<file path="src/rtl/sdram_arbiter_pkg.sv">
// sdram_arbiter_pkg: shared state encoding and constants for the sdram port arbiter.
package sdram_arbiter_pkg;

  typedef enum logic [2:0] {
    IDLE,
    ISSUE,
    SETTLE,
    WAIT,
    DONE
  } state_t;

  localparam int DW = 16;
  localparam logic [DW-1:0] DEADBEEF_RD = 16'hDEAD;

endpackage

</file>
<file path="src/rtl/sdram_rr_pick.sv">
// sdram_rr_pick: combinational round-robin selector; the search starts one past last_grant.
module sdram_rr_pick #(
  parameter  int NPORTS = 3,
  localparam int IW     = $clog2(NPORTS)
) (
  input  logic [NPORTS-1:0] req,
  input  logic [IW-1:0]     last_grant,
  output logic [IW-1:0]     grant,
  output logic              any_req
);

  always_comb begin
    logic        found;
    int unsigned idx;
    grant   = '0;
    found   = 1'b0;
    idx     = 0;
    any_req = |req;
    for (int unsigned i = 1; i <= NPORTS; i++) begin
      idx = (32'(last_grant) + i) % NPORTS;
      if (!found && req[idx[IW-1:0]]) begin
        grant = idx[IW-1:0];
        found = 1'b1;
      end
    end
  end

endmodule

</file>
<file path="src/rtl/sdram_arbiter.sv">
// sdram_arbiter: shares one sdram controller port among NPORTS req/ack requesters.
// Define SDRAM_ARBITER_TIMEOUT_EN to add a WAIT watchdog and the timeout_err pulse.
module sdram_arbiter
  import sdram_arbiter_pkg::*;
#(
  parameter int NPORTS  = 3,
  parameter int AW      = 27,
  parameter int TIMEOUT = 255
) (
  input  logic                 clk,
  input  logic                 reset,
  input  logic [NPORTS-1:0]    req,
  input  logic [NPORTS-1:0]    req_we,
  input  logic [NPORTS*AW-1:0] req_addr,
  input  logic [NPORTS*DW-1:0] req_din,
  input  logic [NPORTS*2-1:0]  req_wtbt,
  output logic [NPORTS-1:0]    ack,
  output logic [DW-1:0]        rdata,
  output logic                 busy,
  output logic [AW-1:0]        sd_addr,
  output logic [DW-1:0]        sd_din,
  output logic [1:0]           sd_wtbt,
  output logic                 sd_we,
  output logic                 sd_rd,
  input  logic                 sd_ready,
  input  logic [DW-1:0]        sd_dout
`ifdef SDRAM_ARBITER_TIMEOUT_EN
  ,
  output logic                 timeout_err
`endif
);

  localparam int IW = $clog2(NPORTS);

  if (NPORTS < 2 || NPORTS > 8 || TIMEOUT < 1 || TIMEOUT > 65535) begin : g_param_check
    $error("sdram_arbiter: NPORTS must be 2..8 and TIMEOUT 1..65535");
  end

  state_t        state;
  logic [IW-1:0] grant;
  logic [IW-1:0] last_grant;
  logic [IW-1:0] pick;
  logic          any_req;
  logic          op_we;
  logic [AW-1:0] pick_addr;
  logic [DW-1:0] pick_din;
  logic [1:0]    pick_wtbt;
  logic          pick_we;

`ifdef SDRAM_ARBITER_TIMEOUT_EN
  localparam int CW = ($clog2(TIMEOUT + 1) < 8) ? 8 : $clog2(TIMEOUT + 1);
  logic [CW-1:0] wait_cnt;
  logic          expired;
  assign expired = (wait_cnt == CW'(TIMEOUT - 1));
`endif

  sdram_rr_pick #(
    .NPORTS (NPORTS)
  ) u_pick (
    .req        (req),
    .last_grant (last_grant),
    .grant      (pick),
    .any_req    (any_req)
  );

  always_comb begin
    pick_addr = req_addr[int'(pick)*AW +: AW];
    pick_din  = req_din[int'(pick)*DW +: DW];
    pick_wtbt = req_wtbt[int'(pick)*2 +: 2];
    pick_we   = req_we[pick];
  end

  // Strobes are registered so they are high exactly while in ISSUE;
  // the DONE->IDLE->ISSUE path guarantees a low cycle before every rising edge.
  always_ff @(posedge clk or posedge reset) begin
    if (reset) begin
      state      <= IDLE;
      grant      <= '0;
      last_grant <= '0;
      op_we      <= 1'b0;
      ack        <= '0;
      rdata      <= '0;
      busy       <= 1'b0;
      sd_addr    <= '0;
      sd_din     <= '0;
      sd_wtbt    <= '0;
      sd_we      <= 1'b0;
      sd_rd      <= 1'b0;
`ifdef SDRAM_ARBITER_TIMEOUT_EN
      wait_cnt    <= '0;
      timeout_err <= 1'b0;
`endif
    end else begin
      ack   <= '0;
      sd_we <= 1'b0;
      sd_rd <= 1'b0;
`ifdef SDRAM_ARBITER_TIMEOUT_EN
      timeout_err <= 1'b0;
`endif
      case (state)
        IDLE: begin
          if (sd_ready && any_req) begin
            grant   <= pick;
            op_we   <= pick_we;
            sd_addr <= pick_addr;
            sd_din  <= pick_din;
            sd_wtbt <= pick_wtbt;
            sd_we   <= pick_we;
            sd_rd   <= !pick_we;
            busy    <= 1'b1;
            state   <= ISSUE;
          end
        end
        ISSUE:  state <= SETTLE;
        SETTLE: begin
          state <= WAIT;
`ifdef SDRAM_ARBITER_TIMEOUT_EN
          wait_cnt <= '0;
`endif
        end
        WAIT: begin
`ifdef SDRAM_ARBITER_TIMEOUT_EN
          wait_cnt <= wait_cnt + 1'b1;
          if (!sd_ready && expired) begin
            rdata       <= DEADBEEF_RD;
            timeout_err <= 1'b1;
          end else if (sd_ready && !op_we) begin
            rdata <= sd_dout;
          end
          if (sd_ready || expired) begin
            ack[grant] <= 1'b1;
            busy       <= 1'b0;
            last_grant <= grant;
            state      <= DONE;
          end
`else
          if (sd_ready) begin
            if (!op_we) rdata <= sd_dout;
            ack[grant] <= 1'b1;
            busy       <= 1'b0;
            last_grant <= grant;
            state      <= DONE;
          end
`endif
        end
        DONE:    state <= IDLE;
        default: state <= IDLE;
      endcase
    end
  end

endmodule
</file>
<file path="config.mk">
export PLATFORM = sky130hd
export DESIGN_NAME = sdram_arbiter
export DESIGN_NICKNAME = d
export VERILOG_FILES = /design/src/rtl/sdram_arbiter_pkg.sv /design/src/rtl/sdram_rr_pick.sv /design/src/rtl/sdram_arbiter.sv
export SDC_FILE = /design/constraint.sdc
export NUM_CORES = 1
export LEC_CHECK = 0
export BUFFER_PORTS_ARGS = -buffer_cell sky130_fd_sc_hd__buf_2
export CAP_MARGIN = 20
export CORE_ASPECT_RATIO = 0.6
export CORE_MARGIN = 3
export CORE_UTILIZATION = 36
export DETAILED_ROUTE_END_ITERATION = 7
export GPL_ROUTABILITY_DRIVEN = 0
export PLACE_DENSITY_LB_ADDON = 0.25
export REMOVE_ABC_BUFFERS = 1
export SYNTH_ARGS = -nofsm -noshare
export SYNTH_HDL_FRONTEND = slang
export SYNTH_SLANG_ARGS = --single-unit
</file>
<file path="constraint.sdc">
create_clock -name clk -period 4.5 [get_ports clk]
set_input_delay 0.225 -clock clk [delete_from_list [all_inputs] [get_ports clk]]
set_output_delay 0.225 -clock clk [all_outputs]
set_load 0.02 [all_outputs]
</file>
==> results, run 1 <==
- The flow ran to the end, and the final reports show no timing, DRC or antenna violations.
- The wire length of the first global-routing pass is ~19000 um.
- The worst register-to-register path ends at op_we.
- The signal on the critical path passes through inv_1 > ha_1 > mux2i_1 > and2_4 > o2111ai_2 > nand3_2 > buf_4 > a21oi_1 > a211oi_1.
- The cell sitting at the root of the clock tree is a clkbuf_16.
- The count of buffers added on input and output ports is between 200 and 250.
- In the synthesized netlist the dominant register cell turns out to be dfrtp_1.
- The dominant cell type by area after synthesis is dfrtp_1.
- The initial standard-cell utilization of the core is 38.1%.
- The type of the worst min-delay path is input pin to flop.
- Measured along the y axis, the die boundary spans slightly below 90 um.
- The pre-antenna-repair detailed-routing pass consisted of 5 iterations.
- The number of failing setup endpoints in the final timing report is 0.
- The total number of nets in the final design is 750.
- The number of fillers in the final layout is ~960.
- The critical path is of the flop to flop type.
- In this run the mean area of a mapped cell was 10.5 sq um.
- The number of global-route vias before repair is roughly 3700.
- Post-CTS repair changed the size of 0 cells.
- The top cell family by delay on the critical path is simple AND/OR/NAND/NOR gates.
- The worst hold path passes through 2 cells.
- After detailed routing, the total wire length is 12000 um.
- Setup repair after global routing left no endpoint under its margin.
- The combined area of all synthesized cells is ~3900 sq um.
- The largest fanout on the critical path is 25.
- The signed area change from the synthesized netlist to the final layout is 38.9%.
- The H-tree was split into 3 levels.
- The data required time of the critical path is between 4 and 5 ns.
- The clock latency on the worst-skew pair is between 0.3 and 0.4 ns.
- After synthesis, the cell types taking the most area are dfrtp_1, mux2i_1, a21oi_1.
- The number of antenna violations at the first check in global routing is 0.
- Summing over every cut layer, the via total after detailed routing is 3692.
- The number of CTS-inserted buffers is 9.
- The first routing iteration left about 210 violations.
- TritonCTS built the clock tree.
- The longest individual stage delay on the worst path is 0.54 ns.
- The maximum clock frequency is 350 MHz.
- Clock skew on the completed layout was measured at just over 0.006 ns.
- Clock-pin slew was measured on the worst setup and hold paths at ~0.06 ns.
- In the final layout, the share of cells above drive strength 1 is 45.9%.
- The worst path in the final design needs a cycle of between 2 and 3 ns, including I/O delays and setup.
- Counting flops and latches in the post-synthesis netlist gives 75.
- The tool flagged a number of max-cap violations equal to 0.
- The critical-path cell with the highest stage delay is nand3_2.
- For this run the aggregate overflow at the end of global routing stands at 0.
- The endpoint with the worst hold slack is rdata[0].
- Counting both buffers and inverters, the worst setup path holds a total of 2.
- The power density normalized to cell area is 792 nW/um^2.
- The floorplan step defined a die boundary enclosing approximately 12000 sq um.
- The post-layout utilization of the core is a little over half.
- Setup slack on the worst reg-to-reg path comes out at roughly 1.6 ns.
- Data arrives at the worst endpoint at ~3.1 ns.
- The maximum buffer depth of the clock tree is 2.
- Global routing used approximately a fifth of the available tracks.
- During I/O placement, the number of pins put on the boundary was about 230.
- The number of nets with antenna violations after detailed routing is 0.
- For this run, design rule violations remaining after detail routing come to 0.
- The final cycle utilization of the critical path is a little under two thirds.
- In this run the tightest slew margin relative to its limit is 34.6%.
- Yosys mapped the design onto 41 distinct sky130hd cell types.
- In this run the most critical hold path is launched from sd_dout[0].
- The post-synthesis sequential area ratio is between 40% and 50%.
- The number of inserted diodes is 0.
- After detailed routing, the number of vias per cell comes to between 5 and 6.
- The number of cells on the worst reg-to-reg path is 9.
- The worst-case vdd ir drop is between 500 and 600 uV.
- Counting flops with a built-in enable in the synthesized netlist gives 0.
- The final-report max-slew violation count is 0.
- For this design, the sink count on the clock tree is 75.
- The share of synthesized area in the top cell type comes to 48.3%.
- The critical register-to-register path startpoint is last_grant[0].
- The average wire per standard cell is between 15 and 20 um.
- The capturing element type of the critical path is a flop.
- Yosys printed 0 warnings.
- After technology mapping, the gate count stands at around 370.
- The final-report hold violation count is 0.
- The standby leakage power is ~0.0028 uW.
- After floorplanning, the core was divided into 28 placement rows.
- The die outline width is roughly 140 um.
- The worst setup path is launched from a flop.
- The half-perimeter wire length after detailed placement is between 9000 and 10000 um.
- The final total negative setup slack is 0 ns.
- In this run the standard cell core region covers between 10000 and 15000 sq um.
- The slew at the pin closest to its max-slew limit is about 1 ns.
- Of all flip-flops after synthesis, the portion carrying an async set or reset was 100%.
- The pin count of the biggest net entering global routing is 50.
[flip-flops by register name, indices dropped and copies added (netlist names)]
register / flops
sd_we: 1
sd_rd: 1
state: 3
ack: 3
last_grant: 2
op_we: 1
sd_addr: 27
sd_wtbt: 2
grant: 2
rdata: 16
sd_din: 16
busy: 1
[per-stage QoR]
step | hold slack [ns] | area [sq um] | std cells | total power [uW] | worst slack (ns)
6_report | 0.109 | 5400 | 726 | 4280 | 1.64
2_1_floorplan | 0.336 | 3710 | 343 | 2830 | -0.533
3_5_place_dp | 0.284 | 5070 | 709 | 3560 | 1.62
5_1_grt | 0.100 | 5400 | 726 | 4580 | 1.36
4_1_cts | 0.0955 | 5400 | 726 | 4330 | 1.60
3_3_place_gp | 0.284 | 5070 | 709 | 3480 | 1.74
[cell type report]
type	instances	area (sq um)	area share, %
flip-flops and latches	75	1880	34.8
multi-input cells	262	1830	33.9
repair buffers	232	1180	21.8
clock buffers	10	229	4.24
well taps	135	169	3.13
clock inverters	6	90.1	1.67
inverters	6	23.8	0.440
[Yosys cell counts, types with 2 or more instances]
cell,count
dfrtp_1,75
mux2i_1,46
a21oi_1,44
nor2_1,44
o22ai_1,31
nand2_1,16
clkbuf_1,13
mux2_1,10
o22ai_2,10
nand3_1,7
buf_2,6
inv_1,6
mux2_2,6
buf_6,5
o211ai_1,5
o21ai_0,5
ha_1,4
nand2b_1,4
nor3b_1,4
a21o_1,3
nor2b_1,3
buf_8,2
nor2_2,2
o21a_1,2
o31ai_1,2
[power breakdown]
group | internal (uW) | switching (uW) | total (uW)
registers | 1000 | 186 | 1190
clock network | 486 | 276 | 762
logic | 924 | 1400 | 2330
total | 2410 | 1860 | 4280
[cells by family (layout without fill, tap and decap cells)]
family,count (synthesis),after routing,synth area share (%)
mux,62,62,16.5
compound gates,109,109,18.5
buf+inv,34,254,5.12
flops,75,75,48.3
simple gates,87,87,10.3
fa+ha+maj,4,4,1.29
[layout by cell type, fill, tap and decap left out, types with 3 or more instances in the layout]
cell type | netlist | layout
mux2_1 | 10 | 10
ha_1 | 4 | 4
nand2b_1 | 4 | 4
buf_2 | 6 | 226
nor2_1 | 44 | 44
inv_1 | 6 | 5
nand3_1 | 7 | 6
mux2i_1 | 46 | 46
o22ai_2 | 10 | 10
o211ai_1 | 5 | 5
o22ai_1 | 31 | 31
o21ai_0 | 5 | 5
buf_4 | 1 | 5
nand2_1 | 16 | 16
dfrtp_1 | 75 | 75
a21o_1 | 3 | 3
nor2b_1 | 3 | 3
nor3b_1 | 4 | 4
mux2_2 | 6 | 6
a21oi_1 | 44 | 44
clkbuf_16 | 0 | 9
[worst max-delay path by stage]
stage / cells after the start / startpoint / end / slack, ns
after floorplan: 4 / state[2] / op_we / -0.53
after global placement: 9 / last_grant[0] / op_we / 1.74
after detailed placement: 9 / last_grant[0] / op_we / 1.62
after CTS: 9 / last_grant[0] / op_we / 1.60
after global routing: 9 / last_grant[0] / op_we / 1.36
final: 9 / last_grant[0] / op_we / 1.64
[metal layers]
layer | routed length (um) | GRT usage [%] | part of all wire [%]
met4 | 66 | 4.22 | 0.55
met5 | 0 | 0 | 0
met2 | 5660 | 33.0 | 47
met1 | 5290 | 25.4 | 44
met3 | 1000 | 6.28 | 8.4
[timing repair]
action                    4_1_cts  5_1_grt
hold buffers                    1        0
hold endpoints to repair       30        0
setup buffers                   0        0
Power figures use the tool's default switching activity.
==> inputs of run 2 (changes only) <==
Settings changed: ABC_AREA set to 1.
Clock period 4.5 ns to 2.42 ns, I/O delays scaled along.
==> run 2 against run 1 <==
- utilization decreased by 1.2 points
- synthesized area is 10% higher
- via count grew 21%
- die area up 9.6%
- critical path depth rose by 5
- final cell count increased by 34%
- final area up 9.7%
- sequential power up 84%
- register-to-register slack got worse by 1.5 ns
- clock power is 65% higher
- sequential share of layout area fell by 3.1 points
- worst hold slack lost 0.097 ns
- largest cell class unchanged
- largest power group unchanged
==> results, run 2 <==
- The arrival time of data at the critical path endpoint is 2.44 ns (was 3.05 ns).
- The final-report hold violation count is 0 (unchanged).
- The most frequently used cell type in the post-synthesis netlist is nand2_1 (was dfrtp_1).
- The wire length of the first global-routing pass was 21200 um (was 19000 um).
- Leading cell types by total area after synthesis: dfrtp_1, nand2_1, nand3_1 (was dfrtp_1, mux2i_1, a21oi_1).
- The type of the worst min-delay path is input pin to flop (unchanged).
- The count of distinct cell types in the synthesized netlist is 28 (was 41).
- The shortest clock period the worst path allows after layout is 2.23 ns (was 2.86 ns).
- The total number of nets in the final design is 971 (was 750).
- The cell total after placement is 948 (was 709).
- The number of H-tree levels is 3 (unchanged).
- The proportion of total power due to net switching is 48.3% (was 43.6%).
- The post-synthesis area per instance is 7.45 sq um (was 10.5 sq um).
- The combinational cell fraction of total power is 58.0% (was 54.4%).
- The register bit total from synthesis is 75 (unchanged).
- The wire length after detailed routing is 13100 um (was 12000 um).
- The initial DRC count is 195 (was 209).
- The die footprint is 13300 sq um (was 12100 sq um).
- The cell-internal power came to 4250 uW (was 2410 uW).
- Most frequent cells in the layout: buf_2, nand2_1, nand3_1 (was buf_2, dfrtp_1, mux2i_1).
- The final cycle utilization of the critical path came to 92.2% (was 63.5%).
- The half-perimeter wire length after detailed placement was 9900 um (was 9000 um).
- The post-layout utilization of the core is 51.7% (was 52.9%).
- The slew at the pin closest to its max-slew limit was 0.905 ns (was 0.980 ns).
- The worst relative slew slack came to 39.6% (was 34.6%).
- The number of remaining DRC errors is 0 (unchanged).
- The post-synthesis sequential area ratio is 43.8% (was 48.3%).
- The number of fillers in the final layout is 1100 (was 958).
- The pin count of the biggest net entering global routing is 45 (was 50).
- The row count is 30 (was 28).
- The count of flip-flops with a built-in enable after synthesis is 0 (unchanged).
- The average wire per standard cell was 13.4 um (was 16.5 um).
- The power density normalized to cell area is 1390 nW/um^2 (was 792 nW/um^2).
- The filler-free cell count of the finished design is 972 (was 726).
- The count of synthesis-stage warnings from yosys came to 0 (unchanged).
- The count of input and output buffers is 226 (unchanged).
- The commonest register cell after synthesis was dfrtp_1 (unchanged).
- Most frequent cells after synthesis: nand2_1, nand3_1, inv_1 (was dfrtp_1, mux2i_1, a21oi_1, nor2_1, o22ai_1).
- The die outline width is 147 um (was 140 um).
- The most flop-heavy register is sd_addr (unchanged).
- The gate count after technology mapping came to 575 (was 371).
- The net switching power figure is 3970 uW (was 1860 uW).
- The number of ports placed on the die boundary is 227 (unchanged).
- The most common cell after layout, fill and taps aside is buf_2 (unchanged).
- The number of antenna violations at the first check in global routing was 0 (unchanged).
- The worst hold margin was 0.0114 ns (was 0.109 ns).
- The number of failing setup endpoints in the final timing report was 0 (unchanged).
- The worst-case vdd ir drop came to 610 uV (was 543 uV).
- The clock slew seen by the registers of the worst setup and hold paths is 0.06 ns (about the same).
- The number of inserted diodes is 0 (unchanged).
- The number of CTS-inserted buffers is 9 (unchanged).
- The share of final-layout standard cells stronger than drive strength 1 is 35.6% (was 45.9%).
- The total iterations of the first detailed-routing run is 5 (unchanged).
- The post-placement worst setup slack is 0.140 ns (was 1.62 ns).
- The combined area of all synthesized cells came to 4280 sq um (was 3890 sq um).
- The total vias in the final route is 4451 (was 3692).
- The aggregate global-route resource usage is 19.6% (was 19.7%).
- The CTS tree is yes (unchanged).
- The signed area change from the synthesized netlist to the final layout is 38.2% (was 38.9%).
- The CTS root buffer is clkbuf_16 (unchanged).
- Registers with the highest flip-flop counts: sd_addr (27), rdata (16), sd_din (16) (unchanged).
- The number of maximum-capacitance violations is 0 (unchanged).
- The type of the worst setup path is flop to flop (unchanged).
- The clock sink count is 75 (unchanged).
- The clock skew is 0.00781 ns (was 0.00611 ns).
- The area share of the largest cell type after synthesis is 43.8% (was 48.3%).
- The final total negative setup slack is 0 ns (unchanged).
- The startpoint class of the critical path is a flop (unchanged).
- The largest fanout on the critical path is 40 (was 25).
- The maximum clock frequency was 448 MHz (was 350 MHz).
- Outcome: finished, final reports clean (unchanged).
- The share of power burned in registers came to 26.6% (was 27.8%).
- The number of nets with antenna violations after detailed routing was 0 (unchanged).
- The flip-flop count of the largest register after layout was 27 (unchanged).
- The standby leakage power came to 0.00354 uW (was 0.00276 uW).
- The capturing element type of the critical path is a flop (unchanged).
- The data required time of the critical path was 2.63 ns (was 4.69 ns).
- The leftover overflow at the end of global routing is 0 (unchanged).
- The dominant cell type by area after synthesis is dfrtp_1 (unchanged).
- The number of global-route vias before repair is 4389 (was 3711).
- The average via count per standard cell was 4.58 (was 5.09).
- The share of flip-flops with an asynchronous set or reset after synthesis is 100% (unchanged).
- The placeable core region came to 11400 sq um (was 10200 sq um).
- The clock latency on the worst-skew pair is 0.33 ns (about the same).
- The share of power burned in the clock network was 15.4% (was 17.8%).
- The initial standard-cell utilization of the core is 37.4% (was 38.1%).
- The maximum buffer depth of the clock tree is 2 (unchanged).
- The post-route worst setup slack is 0.189 ns (was 1.64 ns).
- Unrepaired setup endpoints after global routing: no (unchanged).
- The die boundary height came to 90.5 um (was 86.5 um).
- The final-report max-slew violation count is 0 (unchanged).
-- run 2: changes by cell type after synthesis, sizes merged, moves of 5 or more --
cell	previous run	this run
o22ai	41	1
clkbuf	13	5
inv	6	112
o211ai	5	0
a21oi	44	4
nor2	46	9
mux2i	46	0
nand2	17	199
nand3	7	116
-- run 2: path summary, 6_finish.rpt --
path / startpoint / end / slack, ns / cells after the start
min in group asynchronous: reset / rdata[1] / 0.42 / 4
min reg2reg: grant[1] / ack[1] / 0.49 / 1
max: last_grant[0] / sd_addr[10] / 0.19 / 14
max in group asynchronous: reset / sd_din[9] / 1.55 / 4
min: req_din[43] / sd_din[11] / 0.01 / 3
max reg2reg: last_grant[0] / sd_addr[10] / 0.19 / 14
-- run 2: area by class of cell --
| cell class | count | area [sq um] | area share [%] |
|---|---|---|---|
| sequential | 75 | 1880 | 31.7 |
| multi-input combinational | 363 | 1790 | 30.2 |
| timing repair buffer | 245 | 1350 | 22.8 |
| inverter | 113 | 425 | 7.19 |
| clock buffer | 9 | 225 | 3.80 |
| clock inverter | 7 | 58.8 | 0.993 |
| tap | 160 | 200 | 3.38 |
-- run 2: power by group through the flow --
stage | combinational, uW | sequential, uW | clock, uW
finish | 4770 | 2190 | 1260
global route | 5280 | 2260 | 1360
CTS | 4770 | 2190 | 1300
detailed placement | 4750 | 2190 | 0
global placement | 4640 | 2180 | 0
floorplan | 2370 | 2790 | 0
-- run 2: what timing repair did --
action,CTS,global route
hold endpoints to repair,82,0
setup endpoints to repair,0,36
resized for setup,0,2
hold buffers,8,0
setup buffers,0,0
-- run 2: per-stage QoR --
step,cell area (sq um),power (uW)
2_1_floorplan,4080,5160
3_3_place_gp,5550,6820
3_5_place_dp,5550,6940
4_1_cts,5910,8250
5_1_grt,5920,8900
6_report,5920,8220
-- run 2: cells by family after synthesis --
family | after synthesis | synth area share, %
AOI/OAI and AO/OA | 12 | 1.81
adders and majority gates | 4 | 1.17
buffers and inverters | 137 | 14.6
DFF | 75 | 43.8
muxes | 16 | 5.08
and+or+nand+nor | 331 | 33.5
-- run 2: metal layers --
layer	share of wire, %	track usage, %
met1	45	25.9
met2	47	31.9
met3	7.5	5.17
met4	0.80	5.09
met5	0	0
-- run 2: worst max-delay path, cell delays in order (launching register included) --
cell and delay (ns):
dfrtp_1 0.38, inv_1 0.09, ha_2 0.39, inv_2 0.07
nand2_1 0.06, nand3_1 0.08, nand2_2 0.11, nand2_1 0.07
inv_2 0.07, nand3_1 0.13, nand2_2 0.15, buf_12 0.22
nand2_1 0.07, nand3_1 0.11, nand3_1 0.08
